### src/rtl/fft_twiddle_mult_hs_if.sv
`default_nettype none
// ============================================================================
// Module   : fft_twiddle_mult_hs_if
// Purpose  : Sample-in / product-out handshake bundle for the twiddle
//            multiplier. "master" drives samples in and accepts products,
//            "slave" is the multiplier side.
// Revision : 1.0 - initial release
// ============================================================================
interface fft_twiddle_mult_hs_if #(
    parameter int DATA_WIDTH    = 25,
    parameter int TWIDDLE_WIDTH = 10,
    parameter int NLOG2         = 10
);
    logic                     in_valid_i;
    logic                     in_ready_o;
    logic                     conj_i;
    logic [NLOG2-1:0]         ctr_i;
    logic [DATA_WIDTH-1:0]    x_re_i;
    logic [DATA_WIDTH-1:0]    x_im_i;
    logic [TWIDDLE_WIDTH-1:0] w_re_i;
    logic [TWIDDLE_WIDTH-1:0] w_im_i;
    logic                     out_valid_o;
    logic                     out_ready_i;
    logic [NLOG2-1:0]         ctr_o;
    logic [DATA_WIDTH-1:0]    z_re_o;
    logic [DATA_WIDTH-1:0]    z_im_o;

    modport master (
        output in_valid_i, conj_i, ctr_i, x_re_i, x_im_i, w_re_i, w_im_i, out_ready_i,
        input  in_ready_o, out_valid_o, ctr_o, z_re_o, z_im_o
    );

    modport slave (
        input  in_valid_i, conj_i, ctr_i, x_re_i, x_im_i, w_re_i, w_im_i, out_ready_i,
        output in_ready_o, out_valid_o, ctr_o, z_re_o, z_im_o
    );
endinterface
`default_nettype wire

### src/rtl/fft_twiddle_mult_hs.sv
`default_nettype none
// ============================================================================
// Module   : fft_twiddle_mult_hs
// Purpose  : Complex twiddle multiplier z = x * w (or x * conj(w)) for the
//            R2^2SDF FFT. A single shared multiplier evaluates the 3-multiply
//            Karatsuba form over three cycles; valid/ready on both sides and
//            the FFT counter tag travels with the sample.
// Revision : 1.0 - initial release
// ============================================================================
module fft_twiddle_mult_hs #(
    parameter int DATA_WIDTH    = 25,
    parameter int TWIDDLE_WIDTH = 10,
    parameter int NLOG2         = 10,
    parameter int ROUND         = 0,
    parameter int SATURATE      = 0
) (
    input  logic                  clk_i,
    input  logic                  rst_n,
    fft_twiddle_mult_hs_if.slave  bus
);

    // Full-precision accumulator width; Karatsuba partial sums never overflow it.
    localparam int c_acc_w = DATA_WIDTH + TWIDDLE_WIDTH + 2;
    localparam int c_hi    = DATA_WIDTH + TWIDDLE_WIDTH - 2;
    localparam int c_lo    = TWIDDLE_WIDTH - 1;
    localparam int c_ext_w = c_acc_w - c_hi - 1;

    localparam logic [c_acc_w-1:0]    c_rnd = c_acc_w'(ROUND != 0) << (TWIDDLE_WIDTH - 2);
    localparam logic [DATA_WIDTH-1:0] c_max = {1'b0, {(DATA_WIDTH-1){1'b1}}};
    localparam logic [DATA_WIDTH-1:0] c_min = {1'b1, {(DATA_WIDTH-1){1'b0}}};

    typedef enum logic [2:0] {
        S_IDLE = 3'd0,
        S_MF   = 3'd1,
        S_MR   = 3'd2,
        S_MI   = 3'd3,
        S_HOLD = 3'd4
    } state_t;

    state_t r_state;
    state_t w_state_nxt;

    logic signed [DATA_WIDTH-1:0]    r_a, r_b;
    logic signed [TWIDDLE_WIDTH-1:0] r_c, r_d;
    logic        [NLOG2-1:0]         r_tag;
    logic signed [c_acc_w-1:0]       r_f, r_r, r_i;
    logic        [DATA_WIDTH-1:0]    r_z_re, r_z_im;
    logic        [NLOG2-1:0]         r_ctr_o;
    logic                            r_out_valid;

    logic                            w_capture, w_cap_f, w_cap_r, w_hold, w_load;
    logic                            w_slot_free;
    logic signed [DATA_WIDTH:0]      w_ma;
    logic signed [TWIDDLE_WIDTH:0]   w_mb;
    logic signed [c_acc_w-1:0]       w_prod;
    logic signed [c_acc_w-1:0]       w_i;
    logic        [DATA_WIDTH-1:0]    w_z_re, w_z_im;

    // Round, drop the Q-fraction bits, then saturate or wrap to DATA_WIDTH.
    function automatic logic [DATA_WIDTH-1:0] form_out(input logic [c_acc_w-1:0] v);
        logic [c_acc_w-1:0]    s;
        logic [DATA_WIDTH-1:0] k;
        logic                  ovf;
        s   = v + c_rnd;
        k   = s[c_hi:c_lo];
        ovf = (s[c_acc_w-1:c_hi+1] != {c_ext_w{k[DATA_WIDTH-1]}});
        if ((SATURATE != 0) && ovf)
            form_out = s[c_acc_w-1] ? c_min : c_max;
        else
            form_out = k;
    endfunction

    assign w_slot_free = !r_out_valid || bus.out_ready_i;

    // State register.
    always_ff @(posedge clk_i or negedge rst_n) begin
        if (!rst_n) r_state <= S_IDLE;
        else        r_state <= w_state_nxt;
    end

    // Next-state and per-phase strobes.
    always_comb begin
        w_state_nxt = r_state;
        w_capture   = 1'b0;
        w_cap_f     = 1'b0;
        w_cap_r     = 1'b0;
        w_hold      = 1'b0;
        w_load      = 1'b0;
        case (r_state)
            S_IDLE: if (bus.in_valid_i) begin
                w_capture   = 1'b1;
                w_state_nxt = S_MF;
            end
            S_MF: begin
                w_cap_f     = 1'b1;
                w_state_nxt = S_MR;
            end
            S_MR: begin
                w_cap_r     = 1'b1;
                w_state_nxt = S_MI;
            end
            S_MI: begin
                if (w_slot_free) begin
                    w_load      = 1'b1;
                    w_state_nxt = S_IDLE;
                end else begin
                    w_hold      = 1'b1;
                    w_state_nxt = S_HOLD;
                end
            end
            S_HOLD: if (w_slot_free) begin
                w_load      = 1'b1;
                w_state_nxt = S_IDLE;
            end
            default: w_state_nxt = S_IDLE;
        endcase
    end

    // Shared multiplier operand select: (a-b)*c, then b*(c-d), then a*(c+d).
    always_comb begin
        w_ma = '0;
        w_mb = '0;
        case (r_state)
            S_MF: begin
                w_ma = {r_a[DATA_WIDTH-1], r_a} - {r_b[DATA_WIDTH-1], r_b};
                w_mb = {r_c[TWIDDLE_WIDTH-1], r_c};
            end
            S_MR: begin
                w_ma = {r_b[DATA_WIDTH-1], r_b};
                w_mb = {r_c[TWIDDLE_WIDTH-1], r_c} - {r_d[TWIDDLE_WIDTH-1], r_d};
            end
            S_MI: begin
                w_ma = {r_a[DATA_WIDTH-1], r_a};
                w_mb = {r_c[TWIDDLE_WIDTH-1], r_c} + {r_d[TWIDDLE_WIDTH-1], r_d};
            end
            default: begin
                w_ma = '0;
                w_mb = '0;
            end
        endcase
    end

    assign w_prod = c_acc_w'(w_ma) * c_acc_w'(w_mb);
    assign w_i    = (r_state == S_HOLD) ? r_i : (w_prod - r_f);
    assign w_z_re = form_out(r_r);
    assign w_z_im = form_out(w_i);

    // Capture the accepted sample; the conjugate is folded into the stored w_im.
    always_ff @(posedge clk_i or negedge rst_n) begin
        if (!rst_n) begin
            r_a   <= '0;
            r_b   <= '0;
            r_c   <= '0;
            r_d   <= '0;
            r_tag <= '0;
        end else if (w_capture) begin
            r_a   <= bus.x_re_i;
            r_b   <= bus.x_im_i;
            r_c   <= bus.w_re_i;
            r_d   <= bus.conj_i ? -bus.w_im_i : bus.w_im_i;
            r_tag <= bus.ctr_i;
        end
    end

    // Karatsuba partial results: f, R, and I when the output slot is busy.
    always_ff @(posedge clk_i or negedge rst_n) begin
        if (!rst_n) begin
            r_f <= '0;
            r_r <= '0;
            r_i <= '0;
        end else begin
            if (w_cap_f) r_f <= w_prod;
            if (w_cap_r) r_r <= w_prod + r_f;
            if (w_hold)  r_i <= w_i;
        end
    end

    // Output register; a load in the same cycle as a transfer keeps valid high.
    always_ff @(posedge clk_i or negedge rst_n) begin
        if (!rst_n) begin
            r_out_valid <= 1'b0;
            r_z_re      <= '0;
            r_z_im      <= '0;
            r_ctr_o     <= '0;
        end else if (w_load) begin
            r_out_valid <= 1'b1;
            r_z_re      <= w_z_re;
            r_z_im      <= w_z_im;
            r_ctr_o     <= r_tag;
        end else if (bus.out_ready_i) begin
            r_out_valid <= 1'b0;
        end
    end

    assign bus.in_ready_o  = (r_state == S_IDLE);
    assign bus.out_valid_o = r_out_valid;
    assign bus.z_re_o      = r_z_re;
    assign bus.z_im_o      = r_z_im;
    assign bus.ctr_o       = r_ctr_o;

endmodule
`default_nettype wire
### src/flat_wrapper.sv
// flat-port wrapper written by rule: the top's interface ports become plain ports
module fft_twiddle_mult_hs_flat 
#(
    parameter int DATA_WIDTH    = 25,
    parameter int TWIDDLE_WIDTH = 10,
    parameter int NLOG2         = 10,
    parameter int ROUND         = 0,
    parameter int SATURATE      = 0
)
  (clk_i, rst_n, bus_in_valid_i, bus_conj_i, bus_ctr_i, bus_x_re_i, bus_x_im_i, bus_w_re_i, bus_w_im_i, bus_out_ready_i, bus_in_ready_o, bus_out_valid_o, bus_ctr_o, bus_z_re_o, bus_z_im_o);
  fft_twiddle_mult_hs_if #(.DATA_WIDTH(DATA_WIDTH), .TWIDDLE_WIDTH(TWIDDLE_WIDTH), .NLOG2(NLOG2)) bus_i ();
  input  logic clk_i;
  input  logic rst_n;
  input wire logic [$bits(bus_i.in_valid_i)-1:0] bus_in_valid_i;
  input wire logic [$bits(bus_i.conj_i)-1:0] bus_conj_i;
  input wire logic [$bits(bus_i.ctr_i)-1:0] bus_ctr_i;
  input wire logic [$bits(bus_i.x_re_i)-1:0] bus_x_re_i;
  input wire logic [$bits(bus_i.x_im_i)-1:0] bus_x_im_i;
  input wire logic [$bits(bus_i.w_re_i)-1:0] bus_w_re_i;
  input wire logic [$bits(bus_i.w_im_i)-1:0] bus_w_im_i;
  input wire logic [$bits(bus_i.out_ready_i)-1:0] bus_out_ready_i;
  output wire logic [$bits(bus_i.in_ready_o)-1:0] bus_in_ready_o;
  output wire logic [$bits(bus_i.out_valid_o)-1:0] bus_out_valid_o;
  output wire logic [$bits(bus_i.ctr_o)-1:0] bus_ctr_o;
  output wire logic [$bits(bus_i.z_re_o)-1:0] bus_z_re_o;
  output wire logic [$bits(bus_i.z_im_o)-1:0] bus_z_im_o;
  assign bus_i.in_valid_i = bus_in_valid_i;
  assign bus_i.conj_i = bus_conj_i;
  assign bus_i.ctr_i = bus_ctr_i;
  assign bus_i.x_re_i = bus_x_re_i;
  assign bus_i.x_im_i = bus_x_im_i;
  assign bus_i.w_re_i = bus_w_re_i;
  assign bus_i.w_im_i = bus_w_im_i;
  assign bus_i.out_ready_i = bus_out_ready_i;
  assign bus_in_ready_o = bus_i.in_ready_o;
  assign bus_out_valid_o = bus_i.out_valid_o;
  assign bus_ctr_o = bus_i.ctr_o;
  assign bus_z_re_o = bus_i.z_re_o;
  assign bus_z_im_o = bus_i.z_im_o;
  fft_twiddle_mult_hs #(.DATA_WIDTH(DATA_WIDTH), .TWIDDLE_WIDTH(TWIDDLE_WIDTH), .NLOG2(NLOG2), .ROUND(ROUND), .SATURATE(SATURATE)) u_core (.clk_i(clk_i), .rst_n(rst_n), .bus(bus_i));
endmodule
### config.mk
export PLATFORM = sky130hd
export DESIGN_NAME = fft_twiddle_mult_hs_flat
export DESIGN_NICKNAME = d
export VERILOG_FILES = /design/src/rtl/fft_twiddle_mult_hs_if.sv /design/src/rtl/fft_twiddle_mult_hs.sv /design/src/flat_wrapper.sv
export SDC_FILE = /design/constraint.sdc
export NUM_CORES = 1
export LEC_CHECK = 0
export CAP_MARGIN = 30
export CORE_ASPECT_RATIO = 1.4
export CORE_MARGIN = 5
export CORE_UTILIZATION = 46
export DETAILED_ROUTE_END_ITERATION = 10
export PLACE_DENSITY = 0.6
export SYNTH_ARGS = -nofsm -noshare
export SYNTH_HDL_FRONTEND = slang
export SYNTH_SLANG_ARGS = --single-unit
### constraint.sdc
create_clock -name clk_i -period 21.4 [get_ports clk_i]
set_input_delay 4.28 -clock clk_i [delete_from_list [all_inputs] [get_ports clk_i]]
set_output_delay 4.28 -clock clk_i [all_outputs]
set_load 0.02 [all_outputs]
# After elaboration in Yosys (flattened, before gate mapping)
# Index checks and enable logic that the tools add are counted.
# word_totals
register_bits	246
input_bits	85
out_inout_bits	62
wordCells	53
# op_classes
n_addsub	6
mul	1
n_eq_ne	6
n_mux	18
n_bitwise	1
n_reduce_logical	7
# op_table
operator	n
$pmux 26 s3	1
$add 34x34->34	1
$mul 26x11->34	1
$mux 34	1
$sub 34x34->34	1
$pmux 11 s3	1
$sub 25x25->26	1
$pmux 3 s5	1
$add 10x10->11	1
$sub 10x10->11	1
$mux 1	10
$mux 10	1
$neg 10->10	1
$mux 3	3
$eq 3x2->1 const B	2
$reduce_and 2->1	2
$eq 3x1->1 const B	1
$eq 3x3->1 const B	1
$logic_not 3->1	1
$ne 2x1->1 const B	1
$ne 2x2->1 const B	1
$reduce_bool 2->1	1
$reduce_or 2->1	1
$logic_not 1->1	1
other kinds (2)	2

# Logic depth before layout (Yosys ltp)
# logic_depth
ltp_word	5
depth_mapped	47
depth_no_buf	45

# Worst setup path before layout
# Ideal clock, no wire load.
# synth_path
kind	register -> register
start	reg u_core.r_state[2]
end	reg u_core.r_r[32]
setup_ps	137
arrival_time_ps	9675
required_time_ps	21263
setup_slack_ps	11588
stages_incl_launch_ff	44
n_path_buf	4
synth_period_minus_slack_ps	9812
cell_sequence	dfrtp_1 clkbuf_1 nor2b_1 clkbuf_1 nand2_1 o21ai_0 ha_1 a21o_1 a21o_1 a2111o_1 a31oi_1 a21oi_1 a31oi_1 o21a_1 clkbuf_1 nand2b_1 fa_1 fa_1 [8 not listed] a22oi_1 a21o_1 a21o_1 a21o_1 a21oi_1 xnor2_1 ha_1 clkbuf_1 nor4_1 nand2_1 o21ba_2 o211ai_1 a311oi_1 o31ai_1 a21oi_1 o21ai_1 xor2_1 a21oi_1
# synth_via
elab_chain_len	4
word_cells_on_any_way	8
classes_between	1 x add/sub; 1 x mul; 3 x eq/ne; 3 x mux
# synth_lines
element	line_no	source
start: declaration	fft_twiddle_mult_hs.sv:40	state_t r_state;
start signal: assignment	fft_twiddle_mult_hs.sv:78	else r_state <= w_state_nxt;
$eq 3x2->1 / $eq 3x1->1 (equally long branches)	fft_twiddle_mult_hs.sv:123	case (r_state)
$pmux 26 s3 / $pmux 11 s3 (equally long branches)	fft_twiddle_mult_hs.sv:123	
$mul 26x11->34 (*)	fft_twiddle_mult_hs.sv:143	assign w_prod = c_acc_w'(w_ma) * c_acc_w'(w_mb);
net u_core.w_prod[15]	fft_twiddle_mult_hs.sv:55	logic signed [c_acc_w-1:0] w_prod;
$add 34x34->34 (*)	fft_twiddle_mult_hs.sv:173	if (w_cap_r) r_r <= w_prod + r_f;
end signal: assignment	fft_twiddle_mult_hs.sv:173	
end: declaration	fft_twiddle_mult_hs.sv:46	logic signed [c_acc_w-1:0] r_f, r_r, r_i;
# The timed path passes the listed nets; every way through them passes the cells marked *.
# A chain may end at the register's enable or synchronous reset.

# Worst setup path after layout
# layout_path
start	reg u_core.r_state[1]
end	reg u_core.r_r[33]
# The elaborated chain is that of the path after synthesis.

==> flow_summary.toml <==
[outcome]
outcome = "finished, final reports clean"

[route]
ant_nets = 0
drt_iter0_drc = 878
wl_um = 60900
drc_errors = 0
vias = 18100
viasPerCell = 5.32
dr.pass1.iters = 5
routedWlPerCell_um = 17.9

[logic_synthesis]
synth-edff-count = 0
synth_cell_types = 77
syn_avg_cell_area_sq_um = 8.70
syn_nets = 3146
ys_seq_area_frac = 0.248
postSynth.asyncResetShare = 1.00
synthesis.area_sq_um = 23000
syn_inst = 2647
synthFlopType = "dfrtp_1"
yosys_warnings = 0
ys_ff_latch = 228

[timing]
post-route-period-util = 0.534
finClkSkew_ns = 0.0179
finalHoldViolations = 0
tightest_slew_ns = 0.997
worst_slack_ns = 9.97
finalSetupViolations = 0
final_max_slew_viol_count = 0
finalSetupTns_ns = 0
period_minus_slack_ns = 11.43
rsz0062_at_grt = "no"
max_freq_ghz = 0.0875
slew_headroom = 0.335

[global_route]
grt_max_degree = 102
grt_pass1_vias = 19300
grt_pass1_wl_um = 100000
antenna_found_initial = 0
grt_overflow = 0
grt_usage = 0.225

[worst_hold_path]
hold_path_class = "reg -> reg"
worstHoldStart = "u_core.r_tag[3]"

[cts]
postCtsSetupRepairBufs = 0
worstSkewPairLatency_ns = 0.55
htree_levels = 1
cts_resized = 0
cts_made_buffers = 25
clock-root-buffer = "clkbuf_16"
hold_buffers = 0
clk_pin_slew_worst_paths_ns = 0.06
cts_sinks = 228
clockBufferDepth = 3
tritoncts = "yes"

[final_layout]
design_area_sq_um = 26000
finalNetCount = 3240
layout-drive-gt1-share = 0.0588
areaGrowthSynthToFinish_pct = 12.9
fillerInstances = 4762

[critical_path]
crit_end = "u_core.r_r[33]"
cp-start-kind = "register"
r2r_cells = 39
cp_data_required_time_ns = 21.79
path_class = "reg -> reg"
crit_path_max_incr_delay_ns = 0.69
worstReg2RegEnd = "u_core.r_r[33]"
crit_arrival_ns = 11.82
crit_slowest_cell = "a311oi_1"
path_max_fanout = 28
r2r-start = "u_core.r_state[1]"
endpoint_kind = "register"
startpoint = "u_core.r_state[1]"
rrSetupSlack_ns = 9.97

[placement]
gp_congestion = 0.931
numPortBuffers = 146
place_area_sq_um = 25200
preCtsSetupSlack_ns = 10.0
dp.final_hpwl_um = 48400

[floorplanning]
core-area_sq_um = 49800
die-area_sq_um = 54700
start_util = 0.463
rows = 97
fp.dieW_um = 199
die_h_um = 275
ios = 147

[flow_run]
max_cap_violations = 0
[cell type report]
| type | count | area (sq um) | area share |
|---|---|---|---|
| Tap cell | 643 | 805 | 0.0309 |
| Clock inverter | 10 | 135 | 0.00520 |
| Clock buffer | 32 | 702 | 0.0270 |
| Timing Repair Buffer | 178 | 1730 | 0.0664 |
| Inverter | 349 | 1310 | 0.0504 |
| Sequential cell | 228 | 5710 | 0.219 |
| Antenna cell | 1 | 2.50 | 0.0000963 |
| Multi-Input combinational cell | 1959 | 15600 | 0.600 |
[sequential cells by signal (all words and copies together) (netlist names)]
register                flops
u_core.r_f                 34
u_core.r_b                 25
u_core.bus.out_valid_o      1
u_core.r_c                 10
u_core.bus.z_im_o          25
u_core.r_a                 25
u_core.bus.z_re_o          25
u_core.r_i                 25
u_core.r_state              3
u_core.bus.ctr_o           10
u_core.r_d                 10
u_core.r_tag               10
u_core.r_r                 25
[per-stage QoR]
stage               hold slack, ns  cells  utilization
global placement             0.443   3356        0.505
CTS                          0.471   3399        0.522
global route                 0.489   3399        0.522
finish                       0.465   3400        0.522
floorplan                    0.435   2647            -
detailed placement           0.458   3357        0.506
[cells in the mapped netlist, drive strengths merged, types with 5 or more instances]
master	count	area [sq um]
nand2	434	1630
or2	12	75.1
o21a	23	173
nor4	7	65.1
a31oi	20	140
nor2b	21	131
inv	348	1310
xnor2	86	753
nand4	9	56.3
a22oi	13	97.6
a211oi	14	105
or3	10	67.6
mux2i	6	60.1
clkbuf	96	360
nor2	258	971
fa	237	4740
a21oi	146	731
dfrtp	228	5710
a21o	48	360
nand2b	24	150
o21ai	133	666
a222oi	5	50.1
o211ai	7	52.6
o21bai	24	184
ha	177	2210
o31ai	15	113
xor2	45	394
and3	7	43.8
buf	15	73.8
nand3	25	125
a22o	8	70.1
and2	11	68.8
nor3	25	125
mux2	57	642
[cells by family (layout without fill, tap and decap cells)]
kind of cell / Yosys count / after routing / share of synthesized area
other: 0 / 1 / 0
adder cells (fa/ha/maj): 414 / 414 / 0.302
AND/OR/NAND/NOR: 855 / 855 / 0.157
flip-flops: 228 / 228 / 0.248
XOR/XNOR: 133 / 133 / 0.0518
buffers and inverters: 460 / 569 / 0.0758
multiplexers: 63 / 63 / 0.0305
AO/OA/AOI/OAI: 494 / 494 / 0.135
[layout by cell type, fill, tap and decap left out, types with 13 or more instances in the layout]
| cell | instances |
|---|---|
| nand2_1 | 434 |
| nor2_1 | 255 |
| xor2_1 | 45 |
| buf_4 | 31 |
| clkbuf_16 | 25 |
| clkdlybuf4s50_1 | 145 |
| o21a_1 | 23 |
| dfrtp_1 | 228 |
| nor2b_1 | 21 |
| a21oi_1 | 146 |
| xnor2_1 | 86 |
| a21o_1 | 48 |
| nor3_1 | 24 |
| o21ai_0 | 126 |
| mux2_2 | 56 |
| inv_1 | 348 |
| nand3_1 | 25 |
| fa_1 | 237 |
| a211oi_1 | 14 |
| ha_1 | 177 |
| o21bai_1 | 23 |
| o31ai_1 | 15 |
| nand2b_1 | 24 |
| a22oi_1 | 13 |
| a31oi_1 | 19 |
[worst min path at each step]
stage                                     end  cells after the start
after global routing           u_core.r_i[19]                      2
after detailed placement  u_core.bus.ctr_o[3]                      2
after CTS                 u_core.bus.ctr_o[3]                      2
after global placement    u_core.bus.ctr_o[1]                      2
final                     u_core.bus.ctr_o[3]                      2
after floorplan           u_core.bus.ctr_o[0]                      2
[per-layer routing]
metal	GRT usage	share of wire	up-vias
met2	0.413	0.51	431
met4	0.0729	0.035	0
met1	0.276	0.41	8827
li1	-	-	8714
met5	0	0	-
met3	0.0239	0.044	125
[worst max-delay path: cells and delay by family, from the launching register on]
kind | cells | cell delay (ns)
AOI/OAI and AO/OA | 19 | 5.30
xor gates and xnor gates | 3 | 0.51
buffers and inverters | 4 | 0.44
adders and majority gates | 8 | 3.43
DFF | 1 | 0.33
and+or+nand+nor | 5 | 1.26
Power is not shown: default switching activity piles up to over one toggle a cycle in this logic, so the estimate is an artifact.
